===== src/rtl/bus_initiator_if.sv =====
// Memory-bus signal bundle between a load/store initiator and a waitrequest-stalling slave.
// Handshake: the master holds address/read/write/writedata/byteenable stable while waitrequest is high;
// the transfer completes at the rising edge where waitrequest is low, and readdata is valid in that cycle.
interface bus_initiator_if;
   logic [31:0] address;
   logic        read;
   logic        write;
   logic [31:0] writedata;
   logic [3:0]  byteenable;
   logic        waitrequest;
   logic [31:0] readdata;

   modport master (
      output address, read, write, writedata, byteenable,
      input  waitrequest, readdata
   );

   modport slave (
      input  address, read, write, writedata, byteenable,
      output waitrequest, readdata
   );
endinterface


===== src/rtl/bus_initiator.sv =====
// Turns single core load/store requests into memory-bus transactions with lane steering,
// load extension, alignment checking and an optional stall timeout.
module bus_initiator #(
   parameter int TIMEOUT_CYCLES = 0
) (
   input  logic        clk,
   input  logic        reset_n,
   input  logic        core_req,
   input  logic        core_write,
   input  logic [31:0] core_addr,
   input  logic [1:0]  core_size,
   input  logic        core_signed,
   input  logic [31:0] core_wdata,
   output logic        core_busy,
   output logic        core_done,
   output logic        core_err,
   output logic [31:0] core_rdata,
   output logic        dbg_state,
   bus_initiator_if.master bus
);

   typedef enum logic {IDLE = 1'b0, REQ = 1'b1} state_t;

   // A zero timeout still needs a legal one-bit counter.
   localparam int CW = (TIMEOUT_CYCLES > 0) ? $clog2(TIMEOUT_CYCLES + 1) : 1;
   localparam logic [CW-1:0] T_LAST = CW'((TIMEOUT_CYCLES > 0) ? TIMEOUT_CYCLES - 1 : 0);

   state_t        state;
   logic [CW-1:0] cnt;
   logic [1:0]    lat_lo;
   logic [1:0]    lat_size;
   logic          lat_signed;

   logic          req_ok;
   logic [3:0]    be_n;
   logic [31:0]   wd_n;
   logic [31:0]   rd_shift;
   logic [15:0]   lane_h;
   logic [31:0]   ld_data;

   always_comb begin
      req_ok = 1'b0;
      be_n   = 4'b0000;
      wd_n   = core_wdata;
      case (core_size)
         2'b00: begin
            req_ok = 1'b1;
            be_n   = 4'b0001 << core_addr[1:0];
            wd_n   = {4{core_wdata[7:0]}};
         end
         2'b01: begin
            req_ok = !core_addr[0];
            be_n   = core_addr[1] ? 4'b1100 : 4'b0011;
            wd_n   = {2{core_wdata[15:0]}};
         end
         2'b10: begin
            req_ok = (core_addr[1:0] == 2'b00);
            be_n   = 4'b1111;
         end
         default: req_ok = 1'b0;
      endcase
   end

   // Lane selection uses the request attributes latched on entry to REQ.
   always_comb begin
      rd_shift = bus.readdata >> {lat_lo, 3'b000};
      lane_h   = lat_lo[1] ? bus.readdata[31:16] : bus.readdata[15:0];
      case (lat_size)
         2'b00:   ld_data = lat_signed ? {{24{rd_shift[7]}}, rd_shift[7:0]} : {24'b0, rd_shift[7:0]};
         2'b01:   ld_data = lat_signed ? {{16{lane_h[15]}}, lane_h} : {16'b0, lane_h};
         default: ld_data = bus.readdata;
      endcase
   end

   always_ff @(posedge clk or negedge reset_n) begin
      if (!reset_n) begin
         state          <= IDLE;
         cnt            <= '0;
         lat_lo         <= 2'b00;
         lat_size       <= 2'b00;
         lat_signed     <= 1'b0;
         core_done      <= 1'b0;
         core_err       <= 1'b0;
         core_rdata     <= '0;
         bus.address    <= '0;
         bus.read       <= 1'b0;
         bus.write      <= 1'b0;
         bus.writedata  <= '0;
         bus.byteenable <= '0;
      end else begin
         core_done <= 1'b0;
         core_err  <= 1'b0;
         case (state)
            IDLE: begin
               if (core_req) begin
                  if (req_ok) begin
                     bus.address    <= {core_addr[31:2], 2'b00};
                     bus.byteenable <= be_n;
                     bus.writedata  <= wd_n;
                     bus.read       <= !core_write;
                     bus.write      <= core_write;
                     lat_lo         <= core_addr[1:0];
                     lat_size       <= core_size;
                     lat_signed     <= core_signed;
                     cnt            <= '0;
                     state          <= REQ;
                  end else begin
                     core_err <= 1'b1;
                  end
               end
            end
            REQ: begin
               if (!bus.waitrequest) begin
                  bus.read  <= 1'b0;
                  bus.write <= 1'b0;
                  core_done <= 1'b1;
                  if (bus.read) core_rdata <= ld_data;
                  state <= IDLE;
               end else if ((TIMEOUT_CYCLES > 0) && (cnt == T_LAST)) begin
                  // Abort: the slave never answered; core_rdata keeps its previous load.
                  bus.read  <= 1'b0;
                  bus.write <= 1'b0;
                  core_err  <= 1'b1;
                  state     <= IDLE;
               end else begin
                  cnt <= cnt + CW'(1);
               end
            end
         endcase
      end
   end

   assign core_busy = (state == REQ);
   assign dbg_state = state;

endmodule


===== src/flat_wrapper.sv =====
// flat-port wrapper written by rule: the top's interface ports become plain ports
module bus_initiator_flat 
#(
   parameter int TIMEOUT_CYCLES = 0
)
  (clk, reset_n, core_req, core_write, core_addr, core_size, core_signed, core_wdata, core_busy, core_done, core_err, core_rdata, dbg_state, bus_address, bus_read, bus_write, bus_writedata, bus_byteenable, bus_waitrequest, bus_readdata);
  bus_initiator_if bus_i ();
  input  logic clk;
  input  logic reset_n;
  input  logic core_req;
  input  logic core_write;
  input  logic [31:0] core_addr;
  input  logic [1:0] core_size;
  input  logic core_signed;
  input  logic [31:0] core_wdata;
  output logic core_busy;
  output logic core_done;
  output logic core_err;
  output logic [31:0] core_rdata;
  output logic dbg_state;
  output wire logic [$bits(bus_i.address)-1:0] bus_address;
  output wire logic [$bits(bus_i.read)-1:0] bus_read;
  output wire logic [$bits(bus_i.write)-1:0] bus_write;
  output wire logic [$bits(bus_i.writedata)-1:0] bus_writedata;
  output wire logic [$bits(bus_i.byteenable)-1:0] bus_byteenable;
  input wire logic [$bits(bus_i.waitrequest)-1:0] bus_waitrequest;
  input wire logic [$bits(bus_i.readdata)-1:0] bus_readdata;
  assign bus_address = bus_i.address;
  assign bus_read = bus_i.read;
  assign bus_write = bus_i.write;
  assign bus_writedata = bus_i.writedata;
  assign bus_byteenable = bus_i.byteenable;
  assign bus_i.waitrequest = bus_waitrequest;
  assign bus_i.readdata = bus_readdata;
  bus_initiator #(.TIMEOUT_CYCLES(TIMEOUT_CYCLES)) u_core (.clk(clk), .reset_n(reset_n), .core_req(core_req), .core_write(core_write), .core_addr(core_addr), .core_size(core_size), .core_signed(core_signed), .core_wdata(core_wdata), .core_busy(core_busy), .core_done(core_done), .core_err(core_err), .core_rdata(core_rdata), .dbg_state(dbg_state), .bus(bus_i));
endmodule

===== config.mk =====
export PLATFORM = sky130hd
export DESIGN_NAME = bus_initiator_flat
export DESIGN_NICKNAME = d
export VERILOG_FILES = /design/src/rtl/bus_initiator_if.sv /design/src/rtl/bus_initiator.sv /design/src/flat_wrapper.sv
export SDC_FILE = /design/constraint.sdc
export NUM_CORES = 1
export LEC_CHECK = 0
export ABC_CLOCK_PERIOD_IN_PS = 2000
export CELL_PAD_IN_SITES_DETAIL_PLACEMENT = 0
export CELL_PAD_IN_SITES_GLOBAL_PLACEMENT = 1
export CORE_MARGIN = 10
export CORE_UTILIZATION = 33
export CTS_CLUSTER_DIAMETER = 100
export DETAILED_ROUTE_END_ITERATION = 8
export PLACE_DENSITY = 0.89
export REMOVE_ABC_BUFFERS = 1
export SYNTH_ARGS = -nofsm -noshare
export SYNTH_HDL_FRONTEND = slang
export SYNTH_SLANG_ARGS = --single-unit

===== constraint.sdc =====
create_clock -name clk -period 2 [get_ports clk]
set_input_delay 0.6 -clock clk [delete_from_list [all_inputs] [get_ports clk]]
set_output_delay 0.6 -clock clk [all_outputs]
set_load 0.05 [all_outputs]

==> results list, run 1 <==
- The final max-slew violation count was 0.
- Power per standard cell area: 1329 nW/um2
- The wire-length estimate of the detail-placed layout is 12660 um.
- Count of state elements after synthesis: 108
- For the worst setup path, the data required time is 2230 ps.
- Of the cells placed in the final design, the portion with a size suffix greater than 1 is about a third.
- In this run, synthesis inferred 0 flip-flops with an integrated enable.
* Fraction of the cycle the final worst path needs: 95.20%
- Traced cell by cell, the critical path runs through clkdlybuf4s50_1 -> a21oi_1 -> o21ai_4 -> buf_4 -> buf_12 -> mux2_2.
- Clock net sink count: 108
- Bufs and invs on worst path: 3
* Layout overhead on the synthesized area: 50.04%
* Fraction of synthesis flops using an asynchronous set or reset pin: 100.0%
- Overall routing resource usage: 15.48%
* Router iterations before antenna repair: 4
- Post-synthesis cell type with the largest combined area: dfrtp_1
- The initialized floorplan defines 45 standard-cell rows.
* Placeable core region: approximately 15000 um2
- Across all register-to-register paths, the minimum setup slack is 330 ps.
- Starting utilization of the core area: 33.73%
* Clock tree from TritonCTS: done
* Family with the most delay on the worst path: buffers and inverters
- Data arrives at the worst endpoint at 2130 ps.
- From bottom edge to top edge, the die measures 144.9 um.
- Post-detailed-route wirelength per cell: between 15 and 20 um
- The flow ran to the end, and the final reports show no timing, DRC or antenna violations.
- The critical path is of the in2reg type.
* Total number of yosys warnings: 0
- Antenna violations before repair: 1
- Summed over all layers, the routed wires come to ~16000 um.
* Standard cell area after detailed placement: 7375 um2
* Time the worst path needs with I/O delays and setup: 1904 ps
- The mapped netlist covers 5146 um2.
- For this run, the post-layout net count is 789.
* IO Port Bufs: a little over 200
- Clock skew: 5.548 ps
- In this run the horizontal extent of the chip is 144.9 um.
- The finished cells cover about 7700 um2.
- Via count of the first global-routing pass: 4810
- Measured against its own limit, the worst slew margin works out to between 60% and 70%.
- Number of instances in the synthesized netlist: 466
- The later pin in the worst-skew pair is clocked with a latency of about 350 ps.
- Vias/cell: just under 5
* Number of remaining DRC errors: 0
- Number of clock buffers inserted by TritonCTS: 9
* Static leakage power: 3.636 nW
* Syn avg cell area: roughly 11 um2
* Final Setup Violations: 0
- Vias post-DR: between 4000 and 5000
* Iter 0 DRT Violations: 187
* Logic depth of the worst register-to-register path: 4
- I/O pin total: 210
- The clock passes through at most 2 buffers.
* H-tree Lvls: 3
- Master cell of the clock root buffer: clkbuf_16
- Clock-pin slew was measured on the worst setup and hold paths at roughly 70 ps.
- For this run, the register share of the synthesized area comes to 52.52%.
- Top flip-flop cell by instance count after synthesis: dfrtp_1
- Setup repair after global routing left no endpoint under its margin.
- For this run the aggregate overflow at the end of global routing stands at 0.
* Post-synth top area share: 52.52%
- The worst setup path is captured at a register.
- Fin worst setup slack: slightly below 100 ps
- Source of the worst register-to-register timing path: u_core.lat_lo[1]
- At the end of routability-driven placement, the weighted congestion stood at about 0.88.
* Cell types with the largest area share after synthesis: dfrtp_1, mux2_2, mux2i_1
* Worst VDD drop: 0.6474 mV
- R2R Path End: u_core.core_rdata[4]
* Transition time of the tightest slew-check pin: 593.0 ps
- Hold violation count in the final report: 0
* Total die area: around 21000 um2
- Worst Path Max Fanout: 25
- Number of nets still failing antenna checks after routing: 0
- Path type of the worst min-delay path: in2async
- Entering global routing, the biggest net connects 109 pins.
- Max-cap violations: 0
- Based on the critical path, the design can be clocked at up to 525.2 MHz.
- Distinct cells, synth: 42
* Worst setup slack before clock tree synthesis: -415.1 ps
- Kind of start point of the critical path: input port
- Wire length of the first global-routing pass: 25700 um
- Critical Path Slowest Stage Cell: clkdlybuf4s50_1
- Worst path max stage delay: 520 ps
==> worst reg2reg max path: stages, from the launching register on <==
cell	delay [ps]
dfrtp_1	500
buf_4	320
mux2i_1	320
a21oi_1	100
a221o_1	320
==> state kept, by name, summed over array words and instances (netlist names), 2 cells and up <==
| register | cells |
|---|---|
| u_core.core_rdata | 32 |
| u_core.bus.writedata | 32 |
| u_core.lat_lo | 2 |
| u_core.lat_size | 2 |
| u_core.bus.byteenable | 4 |
| u_core.bus.address | 30 |
==> cell usage after synthesis, types with 2 or more instances <==
| cell type | count |
|---|---|
| buf_2 | 15 |
| a311oi_1 | 8 |
| buf_4 | 8 |
| nand4_1 | 16 |
| a211oi_1 | 7 |
| mux2i_1 | 36 |
| nand2b_1 | 3 |
| inv_1 | 10 |
| dfrtp_1 | 108 |
| nand3_2 | 10 |
| mux2_4 | 7 |
| o21ai_0 | 32 |
| clkbuf_1 | 13 |
| a21oi_1 | 33 |
| a221o_1 | 6 |
| nor2_1 | 19 |
| mux2_2 | 35 |
| nor2b_1 | 9 |
| buf_6 | 4 |
| nor3_1 | 2 |
| nand3_1 | 8 |
| nand2_1 | 56 |
| o31ai_1 | 2 |
==> what timing repair did <==
action | 4_1_cts | 5_1_grt
hold buffers | 0 | 0
buffers inserted | 1 | 0
gates resized for setup | 2 | 0
endpoints found under the setup margin | 28 | 20
gates cloned | 1 | 0
pin swaps | 1 | 1
==> metal layers <==
layer,GRT usage [%],vias to the layer above,part of all wire (%)
met5,0,-,0
met4,4.202,0,0.96
met3,6.030,12,11
met2,25.85,188,49
met1,18.12,2119,39
li1,-,2088,-
==> layout make-up <==
class                   instances  area, um2
clock inverters                 7      81.33
fillers                      1348       7537
diodes                          1      2.502
inverters                      11      41.29
clock buffers                   9      225.2
flip-flops and latches        108       2703
multi-input cells             308       2185
repair buffers                247       2220
well taps                     211      264.0
==> logic make-up after synthesis <==
kind of cell,count (synthesis),synth area share [%]
other,1,0.07287
flip-flops,108,52.52
buffers and inverters,51,5.252
multiplexers,78,16.70
AND/OR/NAND/NOR,134,14.25
AO/OA/AOI/OAI,94,11.21
==> layout by cell type, fill, tap and decap left out, types with 2 or more instances in the layout <==
cell / count
nand4_1: 16
a21oi_1: 33
dfrtp_1: 108
mux2_2: 35
nor2_1: 19
clkdlybuf4s50_1: 100
clkinv_4: 2
nor3_1: 2
mux2i_1: 36
conb_1: 2
buf_4: 137
o31ai_1: 2
nand3_1: 8
a211oi_1: 7
inv_6: 3
nor2b_1: 9
nand2_1: 56
clkbuf_16: 9
inv_1: 10
a221o_1: 6
nand3_2: 10
dlygate4sd2_1: 2
a311oi_1: 8
mux2_4: 7
nand2b_1: 3
buf_12: 7
o21ai_0: 32
==> report_power, final <==
| part | switching, mW | total, mW | leakage, nW | internal (mW) |
|---|---|---|---|---|
| sequential | 0.440 | 3.28 | 1.33 | 2.84 |
| combinational | 3.41 | 5.14 | 2.16 | 1.73 |
| clock | 0.854 | 1.84 | 0.147 | 0.990 |
==> how the worst max path moves through the flow <==
stage | end | start | cells past startpoint | slack [ps]
after floorplan | u_core.bus.address[10] | core_addr[0] | 3 | -1500
after global placement | u_core.bus.address[23] | core_size[0] | 5 | -340
after detailed placement | u_core.bus.address[2] | core_size[0] | 5 | -420
after CTS | u_core.bus.writedata[18] | core_size[1] | 6 | 40
after global routing | u_core.bus.address[18] | core_size[1] | 6 | 5
final | u_core.bus.address[22] | core_size[1] | 6 | 100
==> stage by stage <==
stage                     total power [mW]  cells  setup TNS, ps  hold slack [ps]  util [%]
after floorplan                      6.535    427        -126020            304.4         -
after global placement               8.381    883         -19180            462.7     48.33
after detailed placement             8.495    883         -25450            473.3     48.33
after CTS                            10.38    901              0            351.7     50.59
after global routing                 10.77    902              0            370.9     50.60
final                                10.26    902              0            320.4     50.60
(Power assumes the default switching activity.)
==> run 2: changes to the inputs <==
--- a/config.mk
+++ b/config.mk
@@ -12,7 +12,7 @@
 export CORE_UTILIZATION = 33
 export CTS_CLUSTER_DIAMETER = 100
 export DETAILED_ROUTE_END_ITERATION = 8
-export PLACE_DENSITY = 0.89
+export PLACE_DENSITY_LB_ADDON = 0.2
 export REMOVE_ABC_BUFFERS = 1
 export SYNTH_ARGS = -nofsm -noshare
 export SYNTH_HDL_FRONTEND = slang
==> results list, run 2 (synthesized netlist as in run 1, its figures left out) <==
- Clock Power Share: 18.9% (was 18.0%)
- The clock-pin slew on the worst setup and hold paths is 70 ps (about the same).
- Ant diodes: 0 (was 1)
* Layout cell share with drive strength beyond 1: 32.17% (was 32.03%)
- Sw frac: 45.11% (was 45.79%)
- Kind of start point of the critical path: input port (unchanged)
* I/O pin total: 210 (unchanged)
- Time the worst path needs with I/O delays and setup: 1956 ps (was 1904 ps)
* Iter 0 DRT Violations: 195 (was 187)
- Worst-path cell chain: clkdlybuf4s50_1 -> a21oi_2 -> o21ai_4 -> buf_12 -> clkbuf_16 -> mux2_2 (was clkdlybuf4s50_1 -> a21oi_1 -> o21ai_4 -> buf_4 -> buf_12 -> mux2_2)
- The clock network latency to the later pin of the worst-skew pair is 350 ps (about the same).
- The CTS H-tree depth came to 3 (unchanged).
- Die X-Extent: 144.9 um (unchanged)
- Number of nets still failing antenna checks after routing: 0 (unchanged)
* Standard cell area after detailed placement: 7342 um2 (was 7375 um2)
* Maximum number of pins on one net before global-route repair: 109 (unchanged)
- Overall routing resource usage: 15.70% (was 15.48%)
- The clock root buffer master was clkbuf_16 (unchanged).
- The summed area of non-filler cells in the final layout was 7734 um2 (was 7721 um2).
- Logic depth of the worst register-to-register path: 6 (was 4)
- Start point of the critical path: core_size[0] (was core_size[1])
- Critical path start-end classification: in2reg (unchanged)
- Source of the worst register-to-register timing path: u_core.lat_size[0] (was u_core.lat_lo[1])
- The number of hold violations in the final report was 0 (unchanged).
* Post-detailed-route wirelength per cell: 18.74 um (was 18.20 um)
- Worst Path Max Fanout: 16 (was 25)
- Commonest cells after routing, fill and taps aside: buf_4, dfrtp_1, clkdlybuf4s50_1, nand2_1, mux2i_1 (unchanged)
- The number of cell rows is 45 (unchanged).
- Worst VDD drop: 0.6421 mV (was 0.6474 mV)
- The number of search-and-repair iterations in the first detailed-routing pass is 6 (was 4).
* IO Port Bufs: 207 (unchanged)
- The overall via count from detail_route came to 4319 (was 4407).
* Antenna violations before repair: 0 (was 1)
- The count of hold-fix buffers inserted at cts is 0 (unchanged).
- Via count of the first global-routing pass: 4625 (was 4810)
- Clock skew: 7.729 ps (was 5.548 ps)
- The family of cells with the greatest summed delay on the critical path was buffers and inverters (unchanged).
* Path type of the worst min-delay path: in2async (unchanged)
- Leading cell type in the layout, fill and taps excluded: buf_4 (unchanged)
* RSZ-0062 raised after global routing: false (unchanged)
* Worst setup slack before clock tree synthesis: -340.1 ps (was -415.1 ps)
- Placeable core region: 15260 um2 (unchanged)
- The initial cell density of the core came to 33.73% (unchanged).
- Total of fill cells in the finished design: 1419 (was 1348)
- Largest regs: u_core.bus.writedata: 32 flops, u_core.core_rdata: 32 flops, u_core.bus.address: 30 flops (unchanged).
- The number of nets in the layout is 789 (unchanged).
- The worst slew margin relative to its limit was 59.31% (was 60.47%).
- CP arrival: 2190 ps (was 2130 ps)
- DRT Wirelength: 16880 um (was 16420 um)
* Power per standard cell area: 1340 nW/um2 (was 1329 nW/um2)
- The number of clock sinks is 108 (unchanged).
- Static leakage power: 3.625 nW (was 3.636 nW)
- Data required time of the critical path: 2240 ps (was 2230 ps)
* Element type at the critical path end: register (unchanged)
* R2R Path End: u_core.core_rdata[30] (was u_core.core_rdata[4])
- The overall die area came to 20990 um2 (unchanged).
* Critical Path Slowest Stage Cell: clkdlybuf4s50_1 (unchanged)
- The total DRC errors in the routed layout is 0 (unchanged).
- The wire length of the first global-routing pass was 25510 um (was 25700 um).
- The routability-driven placement congestion ratio is 0.8171 (was 0.8812).
- Fraction of the cycle the final worst path needs: 97.79% (was 95.20%)
- The total power of the final layout is 10.37 mW (was 10.26 mW).
* Clock tree from TritonCTS: done (unchanged)
- The final core utilization came to 50.68% (was 50.60%).
* P_sw: 4.676 mW (was 4.701 mW)
- The combinational power share is 49.4% (was 50.0%).
- The total CTS buffers came to 9 (unchanged).
- The delay of the slowest cell on the worst path is 600 ps (was 520 ps).
- Layout overhead on the synthesized area: 50.28% (was 50.04%)
- The maximum operating frequency was 511.3 MHz (was 525.2 MHz).
* Maximum root-to-sink buffer count: 2 (unchanged)
* Transition time of the tightest slew-check pin: 610.4 ps (was 593.0 ps)
* Flop pwr share: 31.7% (was 32.0%)
- The number of max-capacitance violations reported came to 0 (unchanged).
- Final max-slew violation count: 0 (unchanged)
- Overflow after GRT: 0 (unchanged)
- The number of endpoints failing setup at the final stage was 0 (unchanged).
* Vias/cell: 4.794 (was 4.886)
- Bufs and invs on worst path: 3 (unchanged)
- Hpwl dp: 12830 um (was 12660 um)
* Fin worst setup slack: 44.13 ps (was 96.01 ps)
* Status: complete, no violations (unchanged)
- Register-to-register path setup slack: 350 ps (was 330 ps)
- The internal power summed over all cells came to 5.690 mW (was 5.564 mW).
- Die outline height: 144.9 um (unchanged)
-- run 2: changes by cell type in the layout (fill, tap and decap cells not counted), moves of 2 or more --
cell             change
inv_6                -3
clkdlybuf4s50_1      +2
clkinv_4             -2
clkinvlp_4           +2
dlygate4sd2_1        -2
-- run 2: worst max-delay path by stage --
| stage | endpoint | cells past startpoint |
|---|---|---|
| floorplan | u_core.bus.address[10] | 3 |
| global placement | u_core.lat_size[0] | 5 |
| detailed placement | u_core.bus.address[16] | 5 |
| CTS | u_core.bus.address[16] | 5 |
| global route | u_core.bus.address[16] | 6 |
| finish | u_core.bus.address[13] | 6 |
-- run 2: cell type report --
class	instances	area (um2)	share of cell area [%]
clock buffers	10	239.0	3.090
clock inverters	6	87.58	1.133
inverters	11	41.29	0.5339
multi-input cells	308	2193	28.36
flip-flops and latches	108	2703	34.95
well taps	211	264.0	3.414
repair buffers	247	2206	28.52
-- run 2: power by group through the flow --
stage,clock network [mW],logic (mW),registers [mW]
after floorplan,0,0.952,5.58
after global placement,0,5.13,3.30
after detailed placement,0,5.17,3.32
after CTS,2.02,5.17,3.29
after global routing,2.12,5.41,3.37
final,1.96,5.12,3.29
-- run 2: what timing repair did --
action	4_1_cts	5_1_grt
gates resized for setup	0	3
setup endpoints to repair	0	16
setup buffers	0	2
-- run 2: metal layers --
metal	up-vias	wire [um]	track usage, %
met1	2075	6628	17.83
met4	0	308	5.585
met5	-	0	0
met2	148	8116	25.53
li1	2080	-	-
met3	16	1829	7.138
-- run 2: worst reg2reg max path: cells and delay by family, from the launching register on --
kind,cells,cell delay [ps]
AOI/OAI and AO/OA,1,230
and+or+nand+nor,3,320
DFF,1,580
buffers and inverters,2,460
-- run 2: metrics by stage --
stage	hold slack, ps	TNS (ps)	cells
finish	305.1	0	901
global route	368.1	0	901
CTS	348.7	0	898
detailed placement	474.6	-21240	882
global placement	468.4	-18310	882
floorplan	304.4	-126020	427
==> run 3: changes to the inputs <==
--- a/config.mk
+++ b/config.mk
@@ -12,7 +12,7 @@
 export CORE_UTILIZATION = 33
 export CTS_CLUSTER_DIAMETER = 100
 export DETAILED_ROUTE_END_ITERATION = 8
-export PLACE_DENSITY_LB_ADDON = 0.2
+export PLACE_DENSITY_LB_ADDON = 0.3
 export REMOVE_ABC_BUFFERS = 1
 export SYNTH_ARGS = -nofsm -noshare
 export SYNTH_HDL_FRONTEND = slang
==> results list, run 3 (synthesized netlist as in run 1, its figures left out) <==
- Status: complete, no violations (unchanged)
- Leading cell type in the layout, fill and taps excluded: buf_4 (unchanged)
* I/O pin total: 210 (unchanged)
* Clock skew: 7.845 ps (was 7.729 ps)
- Critical path start-end classification: in2reg (unchanged)
* Router iterations before antenna repair: 4 (was 6)
* Total die area: 20990 um2 (unchanged)
* Number of clock buffers inserted by TritonCTS: 9 (unchanged)
* Wire length of the first global-routing pass: 25180 um (was 25510 um)
* Clock tree from TritonCTS: done (unchanged)
- Path type of the worst min-delay path: in2async (unchanged)
- Layout cell share with drive strength beyond 1: 31.93% (was 32.17%)
- Data required time of the critical path: 2240 ps (about the same)
- The clock root buffer master was clkbuf_16 (unchanged).
* Overall routing resource usage: 15.33% (was 15.70%)
* Die X-Extent: 144.9 um (unchanged)
- The post-route fraction of the period consumed by the critical path is 96.91% (was 97.79%).
* Maximum number of pins on one net before global-route repair: 108 (was 109)
- DRT Wirelength: 16190 um (was 16880 um)
- Number of nets still failing antenna checks after routing: 0 (unchanged)
- The CTS H-tree depth is 3 (unchanged).
- The worst slew margin relative to its limit is 59.35% (was 59.31%).
- The buffer levels on the longest clock path is 2 (unchanged).
- The clock-pin slew on the worst setup and hold paths is 70 ps (about the same).
- The total power of the final layout is 10.36 mW (was 10.37 mW).
- Placer congestion estimate: 0.8178 (was 0.8171)
- Placeable core region: 15260 um2 (unchanged)
- The number of violations reported at the end of detailed-routing iteration 0 was 207 (was 195).
- The number of global-route vias before repair came to 4619 (was 4625).
- The number of hold violations in the final report came to 0 (unchanged).
* Starting utilization of the core area: 33.73% (unchanged)
- The final hold slack is 26.83 ps (was 305.1 ps).
- Vias post-DR: 4364 (was 4319)
- Max-cap violations: 0 (unchanged)
* Standard cell area after detailed placement: 7407 um2 (was 7342 um2)
- Commonest cells after routing, fill and taps aside: buf_4, dfrtp_1, clkdlybuf4s50_1, nand2_1, mux2i_1 (unchanged).
* Final max-slew violation count: 0 (unchanged)
- The clock network latency to the later pin of the worst-skew pair came to 350 ps (about the same).
- The final core utilization came to 50.72% (was 50.68%).
- The number of cell rows is 45 (unchanged).
- The summed area of non-filler cells in the final layout came to 7739 um2 (was 7734 um2).
- The critical-path maximum fanout is 26 (was 16).
- Register-to-register path setup slack: 390 ps (was 350 ps)
* CP arrival: 2180 ps (was 2190 ps)
- Largest regs: u_core.bus.writedata: 32 flops, u_core.core_rdata: 32 flops, u_core.bus.address: 30 flops (unchanged)
* Post-detailed-route wirelength per cell: 17.98 um (was 18.74 um)
* # nets final: 788 (was 789)
- The endpoint type of the worst setup path is a register (unchanged).
- Layout overhead on the synthesized area: 50.38% (was 50.28%)
- Vias/cell: 4.849 (was 4.794)
- Time the worst path needs with I/O delays and setup: 1938 ps (was 1956 ps)
- The leakage component of the power was 3.626 nW (was 3.625 nW).
- Clock net sink count: 108 (unchanged)
- Setup bufs post-CTS: 0 (unchanged)
* Transition time of the tightest slew-check pin: 609.7 ps (was 610.4 ps)
- Die outline height: 144.9 um (unchanged)
- Antenna violations before repair: 0 (unchanged)
- Power per standard cell area: 1339 nW/um2 (was 1340 nW/um2)
- RSZ-0062 raised after global routing: false (unchanged).
- IO Port Bufs: 207 (unchanged)
- Number of remaining DRC errors: 0 (unchanged)
- The nature of the critical path startpoint is an input port (unchanged).
- The sum of net half-perimeters after detailed placement was 12320 um (was 12830 um).
* Ant diodes: 0 (unchanged)
* Final Setup Violations: 0 (unchanged)
- The worst ir drop on vdd is 0.5828 mV (was 0.6421 mV).
- Highest achievable clock rate: 515.9 MHz (was 511.3 MHz)
* Overflow after GRT: 0 (unchanged)
run 3: per-stage QoR:
stage	setup TNS, ps	setup slack [ps]	std cells
after CTS	0	61.42	900
after global routing	0	19.77	900
final	0	61.81	900
after detailed placement	-20380	-324.4	884
after floorplan	-126020	-1501	427
after global placement	-17850	-284.0	884
run 3: layer usage:
metal / vias up / wire length [um] / GRT usage, %
met1: 2105 / 6773 / 19.25
met2: 161 / 7335 / 23.02
met4: 0 / 223 / 5.266
met3: 14 / 1852 / 6.649
met5: - / 0 / 0
li1: 2084 / - / -
run 3: critical path, cell delays in order:
cell and delay (ps):
clkdlybuf4s50_1 570, a21oi_1 150, o21ai_4 260, buf_12 230, mux2_2 350
run 3: layout make-up:
class,count,area [um2]
Sequential cell,108,2703
Inverter,11,41.29
Multi-Input combinational cell,308,2190
Tap cell,211,264.0
Clock inverter,6,87.58
Timing Repair Buffer,246,2215
Fill cell,1399,7520
Clock buffer,10,239.0
run 3: timing repair:
item                       in CTS  in global routing
resized for setup               0                  1
hold buffers                    0                  0
setup endpoints to repair       0                  1
run 3: worst paths after layout:
path	from	endpoint	cells past startpoint
min in group clk	u_core.core_rdata[7]	u_core.core_rdata[7]	1
worst min register to register	u_core.core_rdata[7]	u_core.core_rdata[7]	1
max in group asynchronous	reset_n	u_core.bus.writedata[25]	2
worst min-delay path	reset_n	u_core.core_rdata[25]	1
worst max register to register	u_core.core_busy	u_core.core_rdata[13]	5
worst max-delay path	core_size[0]	u_core.bus.address[29]	5
run 3: power breakdown:
group | leakage [nW] | switching, mW | internal (mW) | total, mW
logic | 2.15 | 3.39 | 1.72 | 5.11
clock network | 0.151 | 0.828 | 1.13 | 1.96
registers | 1.33 | 0.446 | 2.84 | 3.29
total | 3.63 | 4.66 | 5.70 | 10.4
